**src/rtl/lia_sweep_sequencer.sv**
```systemverilog
// lia_sweep_sequencer: steps the generator phase increment, settles, averages 2^k LIA samples per step.
module lia_sweep_sequencer #(
  parameter int DATA_W   = 14,
  parameter int PHASE_W  = 32,
  parameter int MAX_LOG2 = 12
) (
  input  logic               dac_clk_i,
  input  logic               dac_rstn_i,
  input  logic               start_i,
  input  logic               abort_i,
  input  logic [PHASE_W-1:0] f_start_i,
  input  logic [PHASE_W-1:0] f_step_i,
  input  logic [15:0]        n_steps_i,
  input  logic [23:0]        settle_i,
  input  logic [3:0]         avg_log2_i,
  input  logic [DATA_W-1:0]  lia_data_i,
  input  logic               lia_valid_i,
  output logic [PHASE_W-1:0] phase_inc_o,
  output logic               gen_en_o,
  output logic               busy_o,
  output logic               res_valid_o,
  output logic [DATA_W-1:0]  res_data_o,
  output logic [15:0]        res_index_o,
  output logic               done_o
);
  localparam int ACC_W = DATA_W + MAX_LOG2 + 1;
  localparam int CNT_W = MAX_LOG2 + 1;
  typedef enum logic [2:0] {IDLE, SETTLE, ACQ, REPORT, DONE} state_t;
  state_t state, next_state;
  logic [PHASE_W-1:0] f_step;
  logic [15:0] n_steps, index;
  logic [23:0] settle, settle_cnt;
  logic [3:0] k;
  logic signed [ACC_W-1:0] acc, acc_sum;
  logic [CNT_W-1:0] cnt, target;
  logic last_step, active;
  assign acc_sum   = acc + {{(ACC_W-DATA_W){lia_data_i[DATA_W-1]}}, lia_data_i};
  assign target    = CNT_W'(1) << k;
  assign last_step = index == n_steps - 16'd1;
  always_ff @(posedge dac_clk_i or negedge dac_rstn_i)
    if (!dac_rstn_i) state <= IDLE;
    else state <= next_state;
  always_comb begin
    next_state = state;
    if (abort_i) next_state = IDLE;
    else case (state)
      IDLE:    if (start_i) next_state = (n_steps_i == 16'd0) ? DONE : SETTLE;
      SETTLE:  if (settle_cnt == 24'd0) next_state = ACQ;
      ACQ:     if (lia_valid_i && cnt + CNT_W'(1) == target) next_state = REPORT;
      REPORT:  next_state = last_step ? DONE : SETTLE;
      default: next_state = IDLE;
    endcase
  end
  always_comb active = next_state inside {SETTLE, ACQ, REPORT};
  // Outputs are registered from the next state so they line up with the state they describe.
  always_ff @(posedge dac_clk_i or negedge dac_rstn_i)
    if (!dac_rstn_i) begin
      phase_inc_o <= '0;
      gen_en_o    <= 1'b0;
      busy_o      <= 1'b0;
      res_valid_o <= 1'b0;
      res_data_o  <= '0;
      res_index_o <= '0;
      done_o      <= 1'b0;
      f_step      <= '0;
      n_steps     <= '0;
      settle      <= '0;
      settle_cnt  <= '0;
      k           <= '0;
      index       <= '0;
      acc         <= '0;
      cnt         <= '0;
    end else begin
      gen_en_o    <= active;
      busy_o      <= active;
      res_valid_o <= next_state == REPORT;
      done_o      <= next_state == DONE;
      if (state == IDLE && next_state != IDLE) begin
        f_step  <= f_step_i;
        n_steps <= n_steps_i;
        settle  <= settle_i;
        k       <= (avg_log2_i > 4'(MAX_LOG2)) ? 4'(MAX_LOG2) : avg_log2_i;
        index   <= '0;
        if (next_state == SETTLE) phase_inc_o <= f_start_i;
      end
      if (state == REPORT && next_state == SETTLE) begin
        phase_inc_o <= phase_inc_o + f_step;
        index       <= index + 16'd1;
      end
      if (next_state == SETTLE)
        settle_cnt <= (state == SETTLE) ? settle_cnt - 24'd1 : (state == IDLE ? settle_i : settle);
      if (state != ACQ) begin
        acc <= '0;
        cnt <= '0;
      end else if (lia_valid_i) begin
        acc <= acc_sum;
        cnt <= cnt + CNT_W'(1);
      end
      if (next_state == REPORT) begin
        res_data_o  <= DATA_W'(acc_sum >>> k);
        res_index_o <= index;
      end
    end
endmodule

```
**config.mk**
```make
export PLATFORM = sky130hd
export DESIGN_NAME = lia_sweep_sequencer
export DESIGN_NICKNAME = d
export VERILOG_FILES = /design/src/rtl/lia_sweep_sequencer.sv
export SDC_FILE = /design/constraint.sdc
export NUM_CORES = 1
export LEC_CHECK = 0
export ABC_AREA = 1
export BUFFER_PORTS_ARGS = -buffer_cell sky130_fd_sc_hd__buf_2
export CAP_MARGIN = 20
export CORE_AREA = 8 8 173 175
export DETAILED_ROUTE_END_ITERATION = 12
export DIE_AREA = 0 0 181 183
export PLACE_DENSITY = 0.82
export SYNTH_ARGS = -nofsm -noshare
export SYNTH_HDL_FRONTEND = slang
export SYNTH_SLANG_ARGS = --single-unit
```
**constraint.sdc**
```tcl
create_clock -name dac_clk_i -period 3.6 [get_ports dac_clk_i]
set_clock_uncertainty 0.2 [all_clocks]
set_input_delay 0.72 -clock dac_clk_i [delete_from_list [all_inputs] [get_ports dac_clk_i]]
set_output_delay 0.72 -clock dac_clk_i [all_outputs]
set_load 0.05 [all_outputs]
```
# Yosys cells after proc, flatten, opt, wreduce, memory -nomap -nowiden
# Index checks and enable logic that the tools add are counted.
[classes] n_eq_ne=10 n_addsub=6 muxes=19 magnitude_cmp=1 shifts=2 reduce_logical=12
[ops] operator="2-to-1 mux 32 bit" n=3
[ops] operator="2-to-1 mux 27 bit" n=2
[ops] operator="2-to-1 mux 24 bit" n=2
[ops] operator="adder 32 bit" n=1
[ops] operator="2-to-1 mux 16 bit" n=2
[ops] operator="adder 27 bit" n=1
[ops] operator=">>> shifter 27 x 4 -> 14 bit" n=1
[ops] operator="2-to-1 mux 13 bit" n=2
[ops] operator="zero test 24 bit" n=1
[ops] operator="subtractor 24 x 1 -> 24 bit (second input constant)" n=1
[ops] operator="2-to-1 mux 3 bit" n=6
[ops] operator="adder 16 x 1 -> 16 bit (second input constant)" n=1
[ops] operator="equality test 16 bit" n=1
[ops] operator="zero test 16 bit" n=1
[ops] operator="subtractor 16 x 1 -> 16 bit (second input constant)" n=1
[ops] operator="adder 13 x 1 -> 13 bit (second input constant)" n=1
[ops] operator="equality test 13 bit" n=1
[ops] operator="<< shifter 1 x 4 -> 13 bit (first input constant)" n=1
[ops] operator="equality test 3 x 2 -> 1 bit (second input constant)" n=4
[ops] operator="one-hot mux 3 bit (4 select lines)" n=1
[ops] operator="equality test 3 x 1 -> 1 bit (second input constant)" n=2
[ops] operator="nonzero test 2 bit" n=3
[ops] operator="nonzero test 3 bit" n=2
[ops] operator="greater-than comparator 4 bit (second input constant)" n=1
[ops] operator="other kinds (6)" n=8
[totals] inputBits=127 word_cells=65 regBits=224 out_inout_bits=66

# Longest topological paths before layout
# Gate-level depths: netlist of run 1.
[depth] word_depth=10 mapped_depth=20 ltp_nobuf=20

# Worst setup path before layout of run 1
# OpenSTA, ideal clock, no wires.
[synth_timing] path_type="register to register" start="reg phase_inc_o[0]" end="reg phase_inc_o[22]" arrival_time_ps=2758 setup_slack_ps=576 setup_time_ps=66 path_stages_with_launch=15 cell_sequence="dfrtp_1 -> ha_1 -> inv_1 -> fa_1 -> o21ai_0 -> a21boi_0 -> o21ai_0 -> a21oi_1 -> o21ai_0 -> nand2_1 -> nand2_1 -> nand4_1 -> nand2_1 -> nand2_1 -> nand2_1"
[synth_between] elab_chain_cells=2
[synth_lines] item="from (decl)" line_no="18" source="output logic [PHASE_W-1:0] phase_inc_o,"
[synth_lines] item="from (signal assigned)" line_no="84" source="if (next_state == SETTLE) phase_inc_o <= f_start_i;"
[synth_lines] item="from (signal assigned)" line_no="87" source="phase_inc_o <= phase_inc_o + f_step;"
[synth_lines] item="adder 32 bit" line_no="87"
[synth_lines] item="2-to-1 mux 32 bit" line_no="86" source="if (state == REPORT && next_state == SETTLE) begin"
# Every way passes these cells.
# A chain may end at the register's enable or synchronous reset.

# Worst setup path in the final report of run 1
[layout_timing] start="reg settle_cnt[13]" end="reg n_steps[0]"
[layout_between] elab_chain_cells=6
[layout_lines] item="from (decl)" line_no="32" source="logic [23:0] settle, settle_cnt;"
[layout_lines] item="from (signal assigned)" line_no="91" source="settle_cnt <= (state == SETTLE) ? settle_cnt - 24'd1 : (state == IDLE ? settle_i : settle);"
[layout_lines] item="zero test 24 bit" line_no="48" source="SETTLE: if (settle_cnt == 24'd0) next_state = ACQ;"
[layout_lines] item="2-to-1 mux 3 bit" line_no="48"
[layout_lines] item="one-hot mux 3 bit (4 select lines)" line_no="46" source="else case (state)"
[layout_lines] item="2-to-1 mux 3 bit" line_no="45" source="if (abort_i) next_state = IDLE;"
[layout_lines] item="nonzero test 3 bit" line_no="78" source="if (state == IDLE && next_state != IDLE) begin"
[layout_lines] item="logical AND 1 bit" line_no="78"
[layout_lines] item="to (signal assigned)" line_no="80" source="n_steps <= n_steps_i;"
[layout_lines] item="to (decl)" line_no="31" source="logic [15:0] n_steps, index;"
# Every way passes these cells.

==> impl_metrics.env, run 1 <==
export IMPL_grt_use_total=0.2902
export IMPL_grt_overflow=0
export IMPL_gp_congestion=0.9599
export IMPL_grtUsageMet2=0.4977
export IMPL_htreeDepth=1
export IMPL_min_period_ns=3.372
export IMPL_cts_buffer_depth=3
export IMPL_globalRouteMet3Util=0.04452
export IMPL_crit_fanout=36
export IMPL_dominantRegCellSynth="dfrtp_1"
export IMPL_synth_nets=2615
export IMPL_grt_pass1_wl_mm=80.35
export IMPL_die_width_um=181
export IMPL_use_met1=0.3640
export IMPL_wire_per_inst_um=16.67
export IMPL_worstHoldEndpoint="f_step[11]"
export IMPL_grt_pass1_vias=16370
export IMPL_async_flop_share=1.000
export IMPL_cts_tree="yes"
export IMPL_finish_utilization=0.6713
export IMPL_synth_area_mm2=0.01614
export IMPL_clock_sinks=224
export IMPL_holdWs_ns=0.2060
export IMPL_synth_edf_count=0
export IMPL_worstMarginPinSlew_ns=0.6566
export IMPL_grt_max_degree=79
export IMPL_syn2layout_area_growth_pct=13.67
export IMPL_worstPathRequired_ns=3.87
export IMPL_drt_iter0_drc=1259
export IMPL_max_freq_mhz=296.6
export IMPL_yosysWarnings=0
export IMPL_ys_types=50
export IMPL_rrSetupSlack_ns=0.23
export IMPL_total_leakage_power_nw=9.745
export IMPL_worstSetupPathType="reg2reg"
export IMPL_drt_pass1_iter_count=5
export IMPL_wl_mm=49.26
export IMPL_drc=0
export IMPL_worstHoldPathType="in2reg"
export IMPL_num_rows=61
export IMPL_seq_area_frac_synth=0.3474
export IMPL_status="complete, no violations"
export IMPL_finalNetCount=2779
export IMPL_dieArea_mm2=0.03312
export IMPL_reg2reg_depth=12
export IMPL_hold_path_depth=3
export IMPL_netlist_instances=2424
export IMPL_drt_vias_per_instance=5.697
export IMPL_r2r_start="settle_cnt[13]"
export IMPL_r2r_end="n_steps[0]"
export IMPL_hold_violations=0
export IMPL_vias=16840
export IMPL_core_area_mm2=0.02732
export IMPL_syn_area_per_cell_um2=6.657
export IMPL_ir_worst_vdd_mv=0.4669
export IMPL_drive_above_1_share=0.1185
export IMPL_timing_slew_headroom=0.5617
export IMPL_io_buffers=192
export IMPL_antenna_found_initial=3
export IMPL_hp_start="f_step_i[11]"
export IMPL_die_h_um=183
export IMPL_dp_hpwl_mm=36.69
export IMPL_start_util=0.5905
export IMPL_postCtsSetupBuffers=0
export IMPL_numCtsBuffers=26
export IMPL_num_io_pins=193
export IMPL_drv_cap=0
export IMPL_path_clk_slew_ns=0.06
export IMPL_grt_busiest_layer="met2"
export IMPL_power_density_mw_per_mm2=505.3
export IMPL_finalSetupViolCount=0
export IMPL_finalMaxSlewViolations=0
export IMPL_ys_ff_latch=224
export IMPL_arrival_ns=3.64
export IMPL_cts_root_buf="clkbuf_16"
export IMPL_ant_nets=0
export IMPL_insertion_delay_ns=0.54
export IMPL_end_kind="flop"
export IMPL_cp_start_kind="flop"
export IMPL_period_share=0.9366
flip-flops by register name, summed over array words and instances, names as in the netlist:
name	cells
phase_inc_o	32
res_index_o	16
settle	24
state	3
cnt	13
acc	27
done_o	1
res_data_o	14
k	4
index	16
n_steps	16
busy_o	1
f_step	32
settle_cnt	24
res_valid_o	1
synth_stat cells (13+ instances only):
cell | n | share of area
a21oi_1 | 106 | 0.033
buf_1 | 13 | 0.0030
buf_2 | 24 | 0.0074
clkbuf_1 | 38 | 0.0088
dfrtp_1 | 224 | 0.35
ha_1 | 62 | 0.048
inv_1 | 264 | 0.061
nand2_1 | 796 | 0.19
nand3_1 | 278 | 0.086
nand4_1 | 65 | 0.025
nor2_1 | 158 | 0.037
nor3_1 | 28 | 0.0087
o21ai_0 | 171 | 0.053
o22ai_1 | 23 | 0.0089
xnor2_1 | 22 | 0.012
xor2_1 | 32 | 0.017
routing by layer:
layer,wire length (µm),vias up
met4,2007,2
met1,20780,7820
met5,17,-
li1,-,8263
met3,3170,131
met2,23290,620
metrics by stage:
step                      TNS (ns)  power, W  instances  setup slack [ns]  cell area (µm²)
final                            0  0.009267       2955            0.2283            18340
after floorplan                  0  0.005535       2424            0.5758            16140
after global routing      -0.02422  0.009825       2955          -0.01275            18340
after CTS                        0  0.009256       2953            0.2495            18320
after detailed placement         0  0.006427       2905            0.1762            17410
after global placement           0  0.006374       2905            0.2339            17410
cell families (layout without fill, tap and decap cells):
group,count (synthesis),count (layout),synth area share
mux,1,1,0.0006204
buf+inv,365,548,0.09119
fa+ha+maj,64,64,0.05056
flops,224,224,0.3474
xor+xnor,54,54,0.02931
other cells,0,2,0
simple gates,1366,1366,0.3622
compound gates,350,350,0.1187
timing repair:
action	CTS	global route
resized for setup	0	5
hold endpoints to repair	61	0
hold buffers	1	0
setup endpoints to repair	0	46
layout by cell type, fill, tap and decap left out, types with 5 or more instances in the layout:
master,count
xnor2_1,22
nand3_1,278
a21oi_1,106
nor3_1,27
buf_2,191
nand2_1,796
nor2_1,158
nand3b_1,8
o21ai_0,171
nor4_1,5
ha_1,61
o21bai_1,11
buf_4,27
nand4_1,65
inv_1,263
inv_2,10
nor2_2,11
o22ai_1,23
dfrtp_1,224
a31oi_1,7
o211ai_1,6
xor2_1,32
clkbuf_16,27
worst max-delay path, stage by stage, from the launching register on:
cell     delay, ns
dfrtp_1       0.42
nor2_2        0.22
nand3_1       0.18
nor2_1        0.13
inv_1         0.06
nor3_1        0.27
nand4_1       0.18
o21ai_1       0.21
nand2_1       0.28
nand3_4       0.35
buf_4         0.45
nand3_1       0.21
nand2_1       0.11
power breakdown:
part,internal [W],total (W),switching (W)
clock network,0.00167,0.00280,0.00113
registers,0.00285,0.00316,0.000311
logic,0.00108,0.00330,0.00222
total,0.00561,0.00927,0.00366
area by class of cell:
type                            count  area, µm²
Clock buffer                       34      742.0
Fill cell                        2491       8982
Tap cell                          346      432.9
Timing Repair Buffer              225       1282
Antenna cell                        2      5.005
Clock inverter                     13      162.7
Sequential cell                   224       5605
Multi-Input combinational cell   1835       9072
Inverter                          276       1039
worst max path at each step:
stage,startpoint,end,slack [ns],depth (start not counted)
after floorplan,phase_inc_o[0],phase_inc_o[22],0.58,14
after global placement,lia_data_i[2],res_data_o[7],0.23,14
after detailed placement,lia_data_i[2],res_data_o[7],0.18,14
after CTS,cnt[0],index[5],0.25,18
after global routing,n_steps[0],index[5],-0.01,17
final,settle_cnt[13],n_steps[0],0.23,12
No activity file was read; power rests on OpenSTA's default activity.
==> run 2, diff against run 1 <==
Settings changed: CORE_AREA 8 8 173 175 to 8 8 172 174, CTS_BUF_LIST set to sky130_fd_sc_hd__clkbuf_4 sky130_fd_sc_hd__clkbuf_8, DIE_AREA 0 0 181 183 to 0 0 180 182, PLACE_DENSITY 0.82 to 0.83.
==> impl_metrics.env, run 2 (synthesis results as in run 1) <==
export IMPL_grt_pass1_wl_mm=80.90
export IMPL_die_h_um=182
export IMPL_gp_congestion=0.9819
export IMPL_reg_top3="f_step (32), phase_inc_o (32), acc (27)"
export IMPL_fin_area_mm2=0.01830
export IMPL_placedCellCount=2901
export IMPL_min_period_ns=3.288
export IMPL_finalSetupViolCount=0
export IMPL_status="finished, violations left"
export IMPL_ir_worst_vdd_mv=0.3834
export IMPL_violations="negative hold slack"
export IMPL_cts_root_buf="clkbuf_8"
export IMPL_path_cells="ha_1 -> inv_1 -> fa_1 -> o21ai_0 -> a21boi_0 -> o21ai_0 -> buf_4 -> nand2_1 -> nand2_1 -> nand3_1 -> nand3_1 -> nand2_1 -> nand2_1 -> nand4_1 -> nand2_1 -> nand2_1 -> nand2_1"
export IMPL_drive_above_1_share=0.1284
export IMPL_crit_top_cell="nand2_1"
export IMPL_num_io_pins=193
export IMPL_ctsHoldBuffers=0
export IMPL_worstHoldPathType="in2async"
export IMPL_ant_nets=0
export IMPL_dp_hpwl_mm=35.86
export IMPL_insertion_delay_ns=0.56
export IMPL_place_ws_ns=0.2199
export IMPL_grt_use_total=0.2937
export IMPL_drt_iter0_drc=1301
export IMPL_instances_no_fill=2976
export IMPL_antenna_found_initial=3
export IMPL_mostFrequentLayoutCells="nand2_1, nand3_1, inv_1"
export IMPL_finalNetCount=2794
export IMPL_die_width_um=180
export IMPL_drt_vias_per_instance=5.724
export IMPL_crit_fanout=3
export IMPL_max_freq_mhz=304.2
export IMPL_vias=17040
export IMPL_cp_num_buf_inv=2
export IMPL_grt_pass1_vias=16820
export IMPL_start_util=0.6054
export IMPL_drc=0
export IMPL_rrSetupSlack_ns=0.31
export IMPL_grt_overflow=0
export IMPL_wire_per_inst_um=16.34
export IMPL_cts_resized=0
export IMPL_timing_slew_headroom=0.4879
export IMPL_finish_utilization=0.6866
export IMPL_end_kind="flop"
export IMPL_numCtsBuffers=41
export IMPL_cp_start_kind="flop"
export IMPL_syn2layout_area_growth_pct=13.41
export IMPL_path_clk_slew_ns=0.06
export IMPL_io_buffers=192
export IMPL_finalMaxSlewViolations=0
export IMPL_wl_mm=48.62
export IMPL_holdWs_ns=-0.008091
export IMPL_num_rows=60
export IMPL_cts_buffer_depth=3
export IMPL_period_share=0.9132
export IMPL_worstMarginPinSlew_ns=0.7681
export IMPL_power_density_mw_per_mm2=489.8
export IMPL_worstSetupPathType="reg2reg"
export IMPL_drt_pass1_iter_count=6
export IMPL_drv_cap=0
export IMPL_worstPathRequired_ns=3.88
export IMPL_hold_violations=5
export IMPL_htreeDepth=2
export IMPL_cts_tree="yes"
export IMPL_cp_top_family="simple AND/OR/NAND/NOR gates"
export IMPL_finalWorstSetupSlack_ns=0.3125
export IMPL_clock_sinks=224
export IMPL_cpMaxStageDelayCell="fa_1"
export IMPL_dieArea_mm2=0.03276
export IMPL_mostFrequentLayoutCell="nand2_1"
export IMPL_arrival_ns=3.56
export IMPL_placed_cell_area_mm2=0.01742
export IMPL_total_leakage_power_nw=9.784
export IMPL_core_area_mm2=0.02665
export IMPL_postCtsSetupBuffers=0
export IMPL_slowest_delay_ns=0.40
export IMPL_grt_max_degree=89
run 2: per-stage QoR:
| step | hold slack (ns) | TNS, ns | total power, W |
|---|---|---|---|
| floorplan | 0.2244 | 0 | 0.005535 |
| global placement | 0.2530 | 0 | 0.006342 |
| detailed placement | 0.2598 | 0 | 0.006407 |
| CTS | 0.01573 | 0 | 0.008958 |
| global route | 0.03967 | -0.007932 | 0.009553 |
| finish | -0.008091 | 0 | 0.008963 |
run 2: area by class of cell:
cell class	count	area, µm²
multi-input combinational	1835	9079
clock buffer	63	792.0
timing repair buffer	225	1292
clock inverter	10	60.06
sequential	224	5605
antenna	2	5.005
tap	341	426.7
fill	2384	8352
inverter	276	1039
run 2: metal layers:
metal | share of wire | GRT usage | vias to the layer above
met1 | 0.42 | 0.3648 | 7830
met2 | 0.47 | 0.4930 | 740
met4 | 0.045 | 0.1340 | 2
met3 | 0.070 | 0.05289 | 161
li1 | - | - | 8302
met5 | 0.00027 | 0 | -
run 2: worst paths after layout:
| kind | from | to | depth (start not counted) |
|---|---|---|---|
| max in group asynchronous | dac_rstn_i | settle_cnt[19] | 2 |
| worst min register to register | settle[11] | settle[11] | 2 |
| min in group dac_clk_i | f_step_i[22] | f_step[22] | 3 |
| worst max-delay path | phase_inc_o[0] | phase_inc_o[26] | 17 |
| worst min-delay path | dac_rstn_i | acc[23] | 1 |
| worst max register to register | phase_inc_o[0] | phase_inc_o[26] | 17 |
run 2: report_power, final:
group	internal (W)	leakage [nW]	switching, W
registers	0.00285	2.92	0.000313
clock network	0.00141	0.464	0.00111
logic	0.00108	6.40	0.00220
total	0.00534	9.78	0.00362
run 2: worst reg2reg max path, stage by stage, from the launching register on:
cell and delay [ns]:
dfrtp_1 0.38, ha_1 0.28, inv_1 0.09, fa_1 0.40
o21ai_0 0.34, a21boi_0 0.25, o21ai_0 0.21, buf_4 0.15
nand2_1 0.05, nand2_1 0.12, nand3_1 0.15, nand3_1 0.11
nand2_1 0.05, nand2_1 0.07, nand4_1 0.14, nand2_1 0.10
nand2_1 0.05, nand2_1 0.08
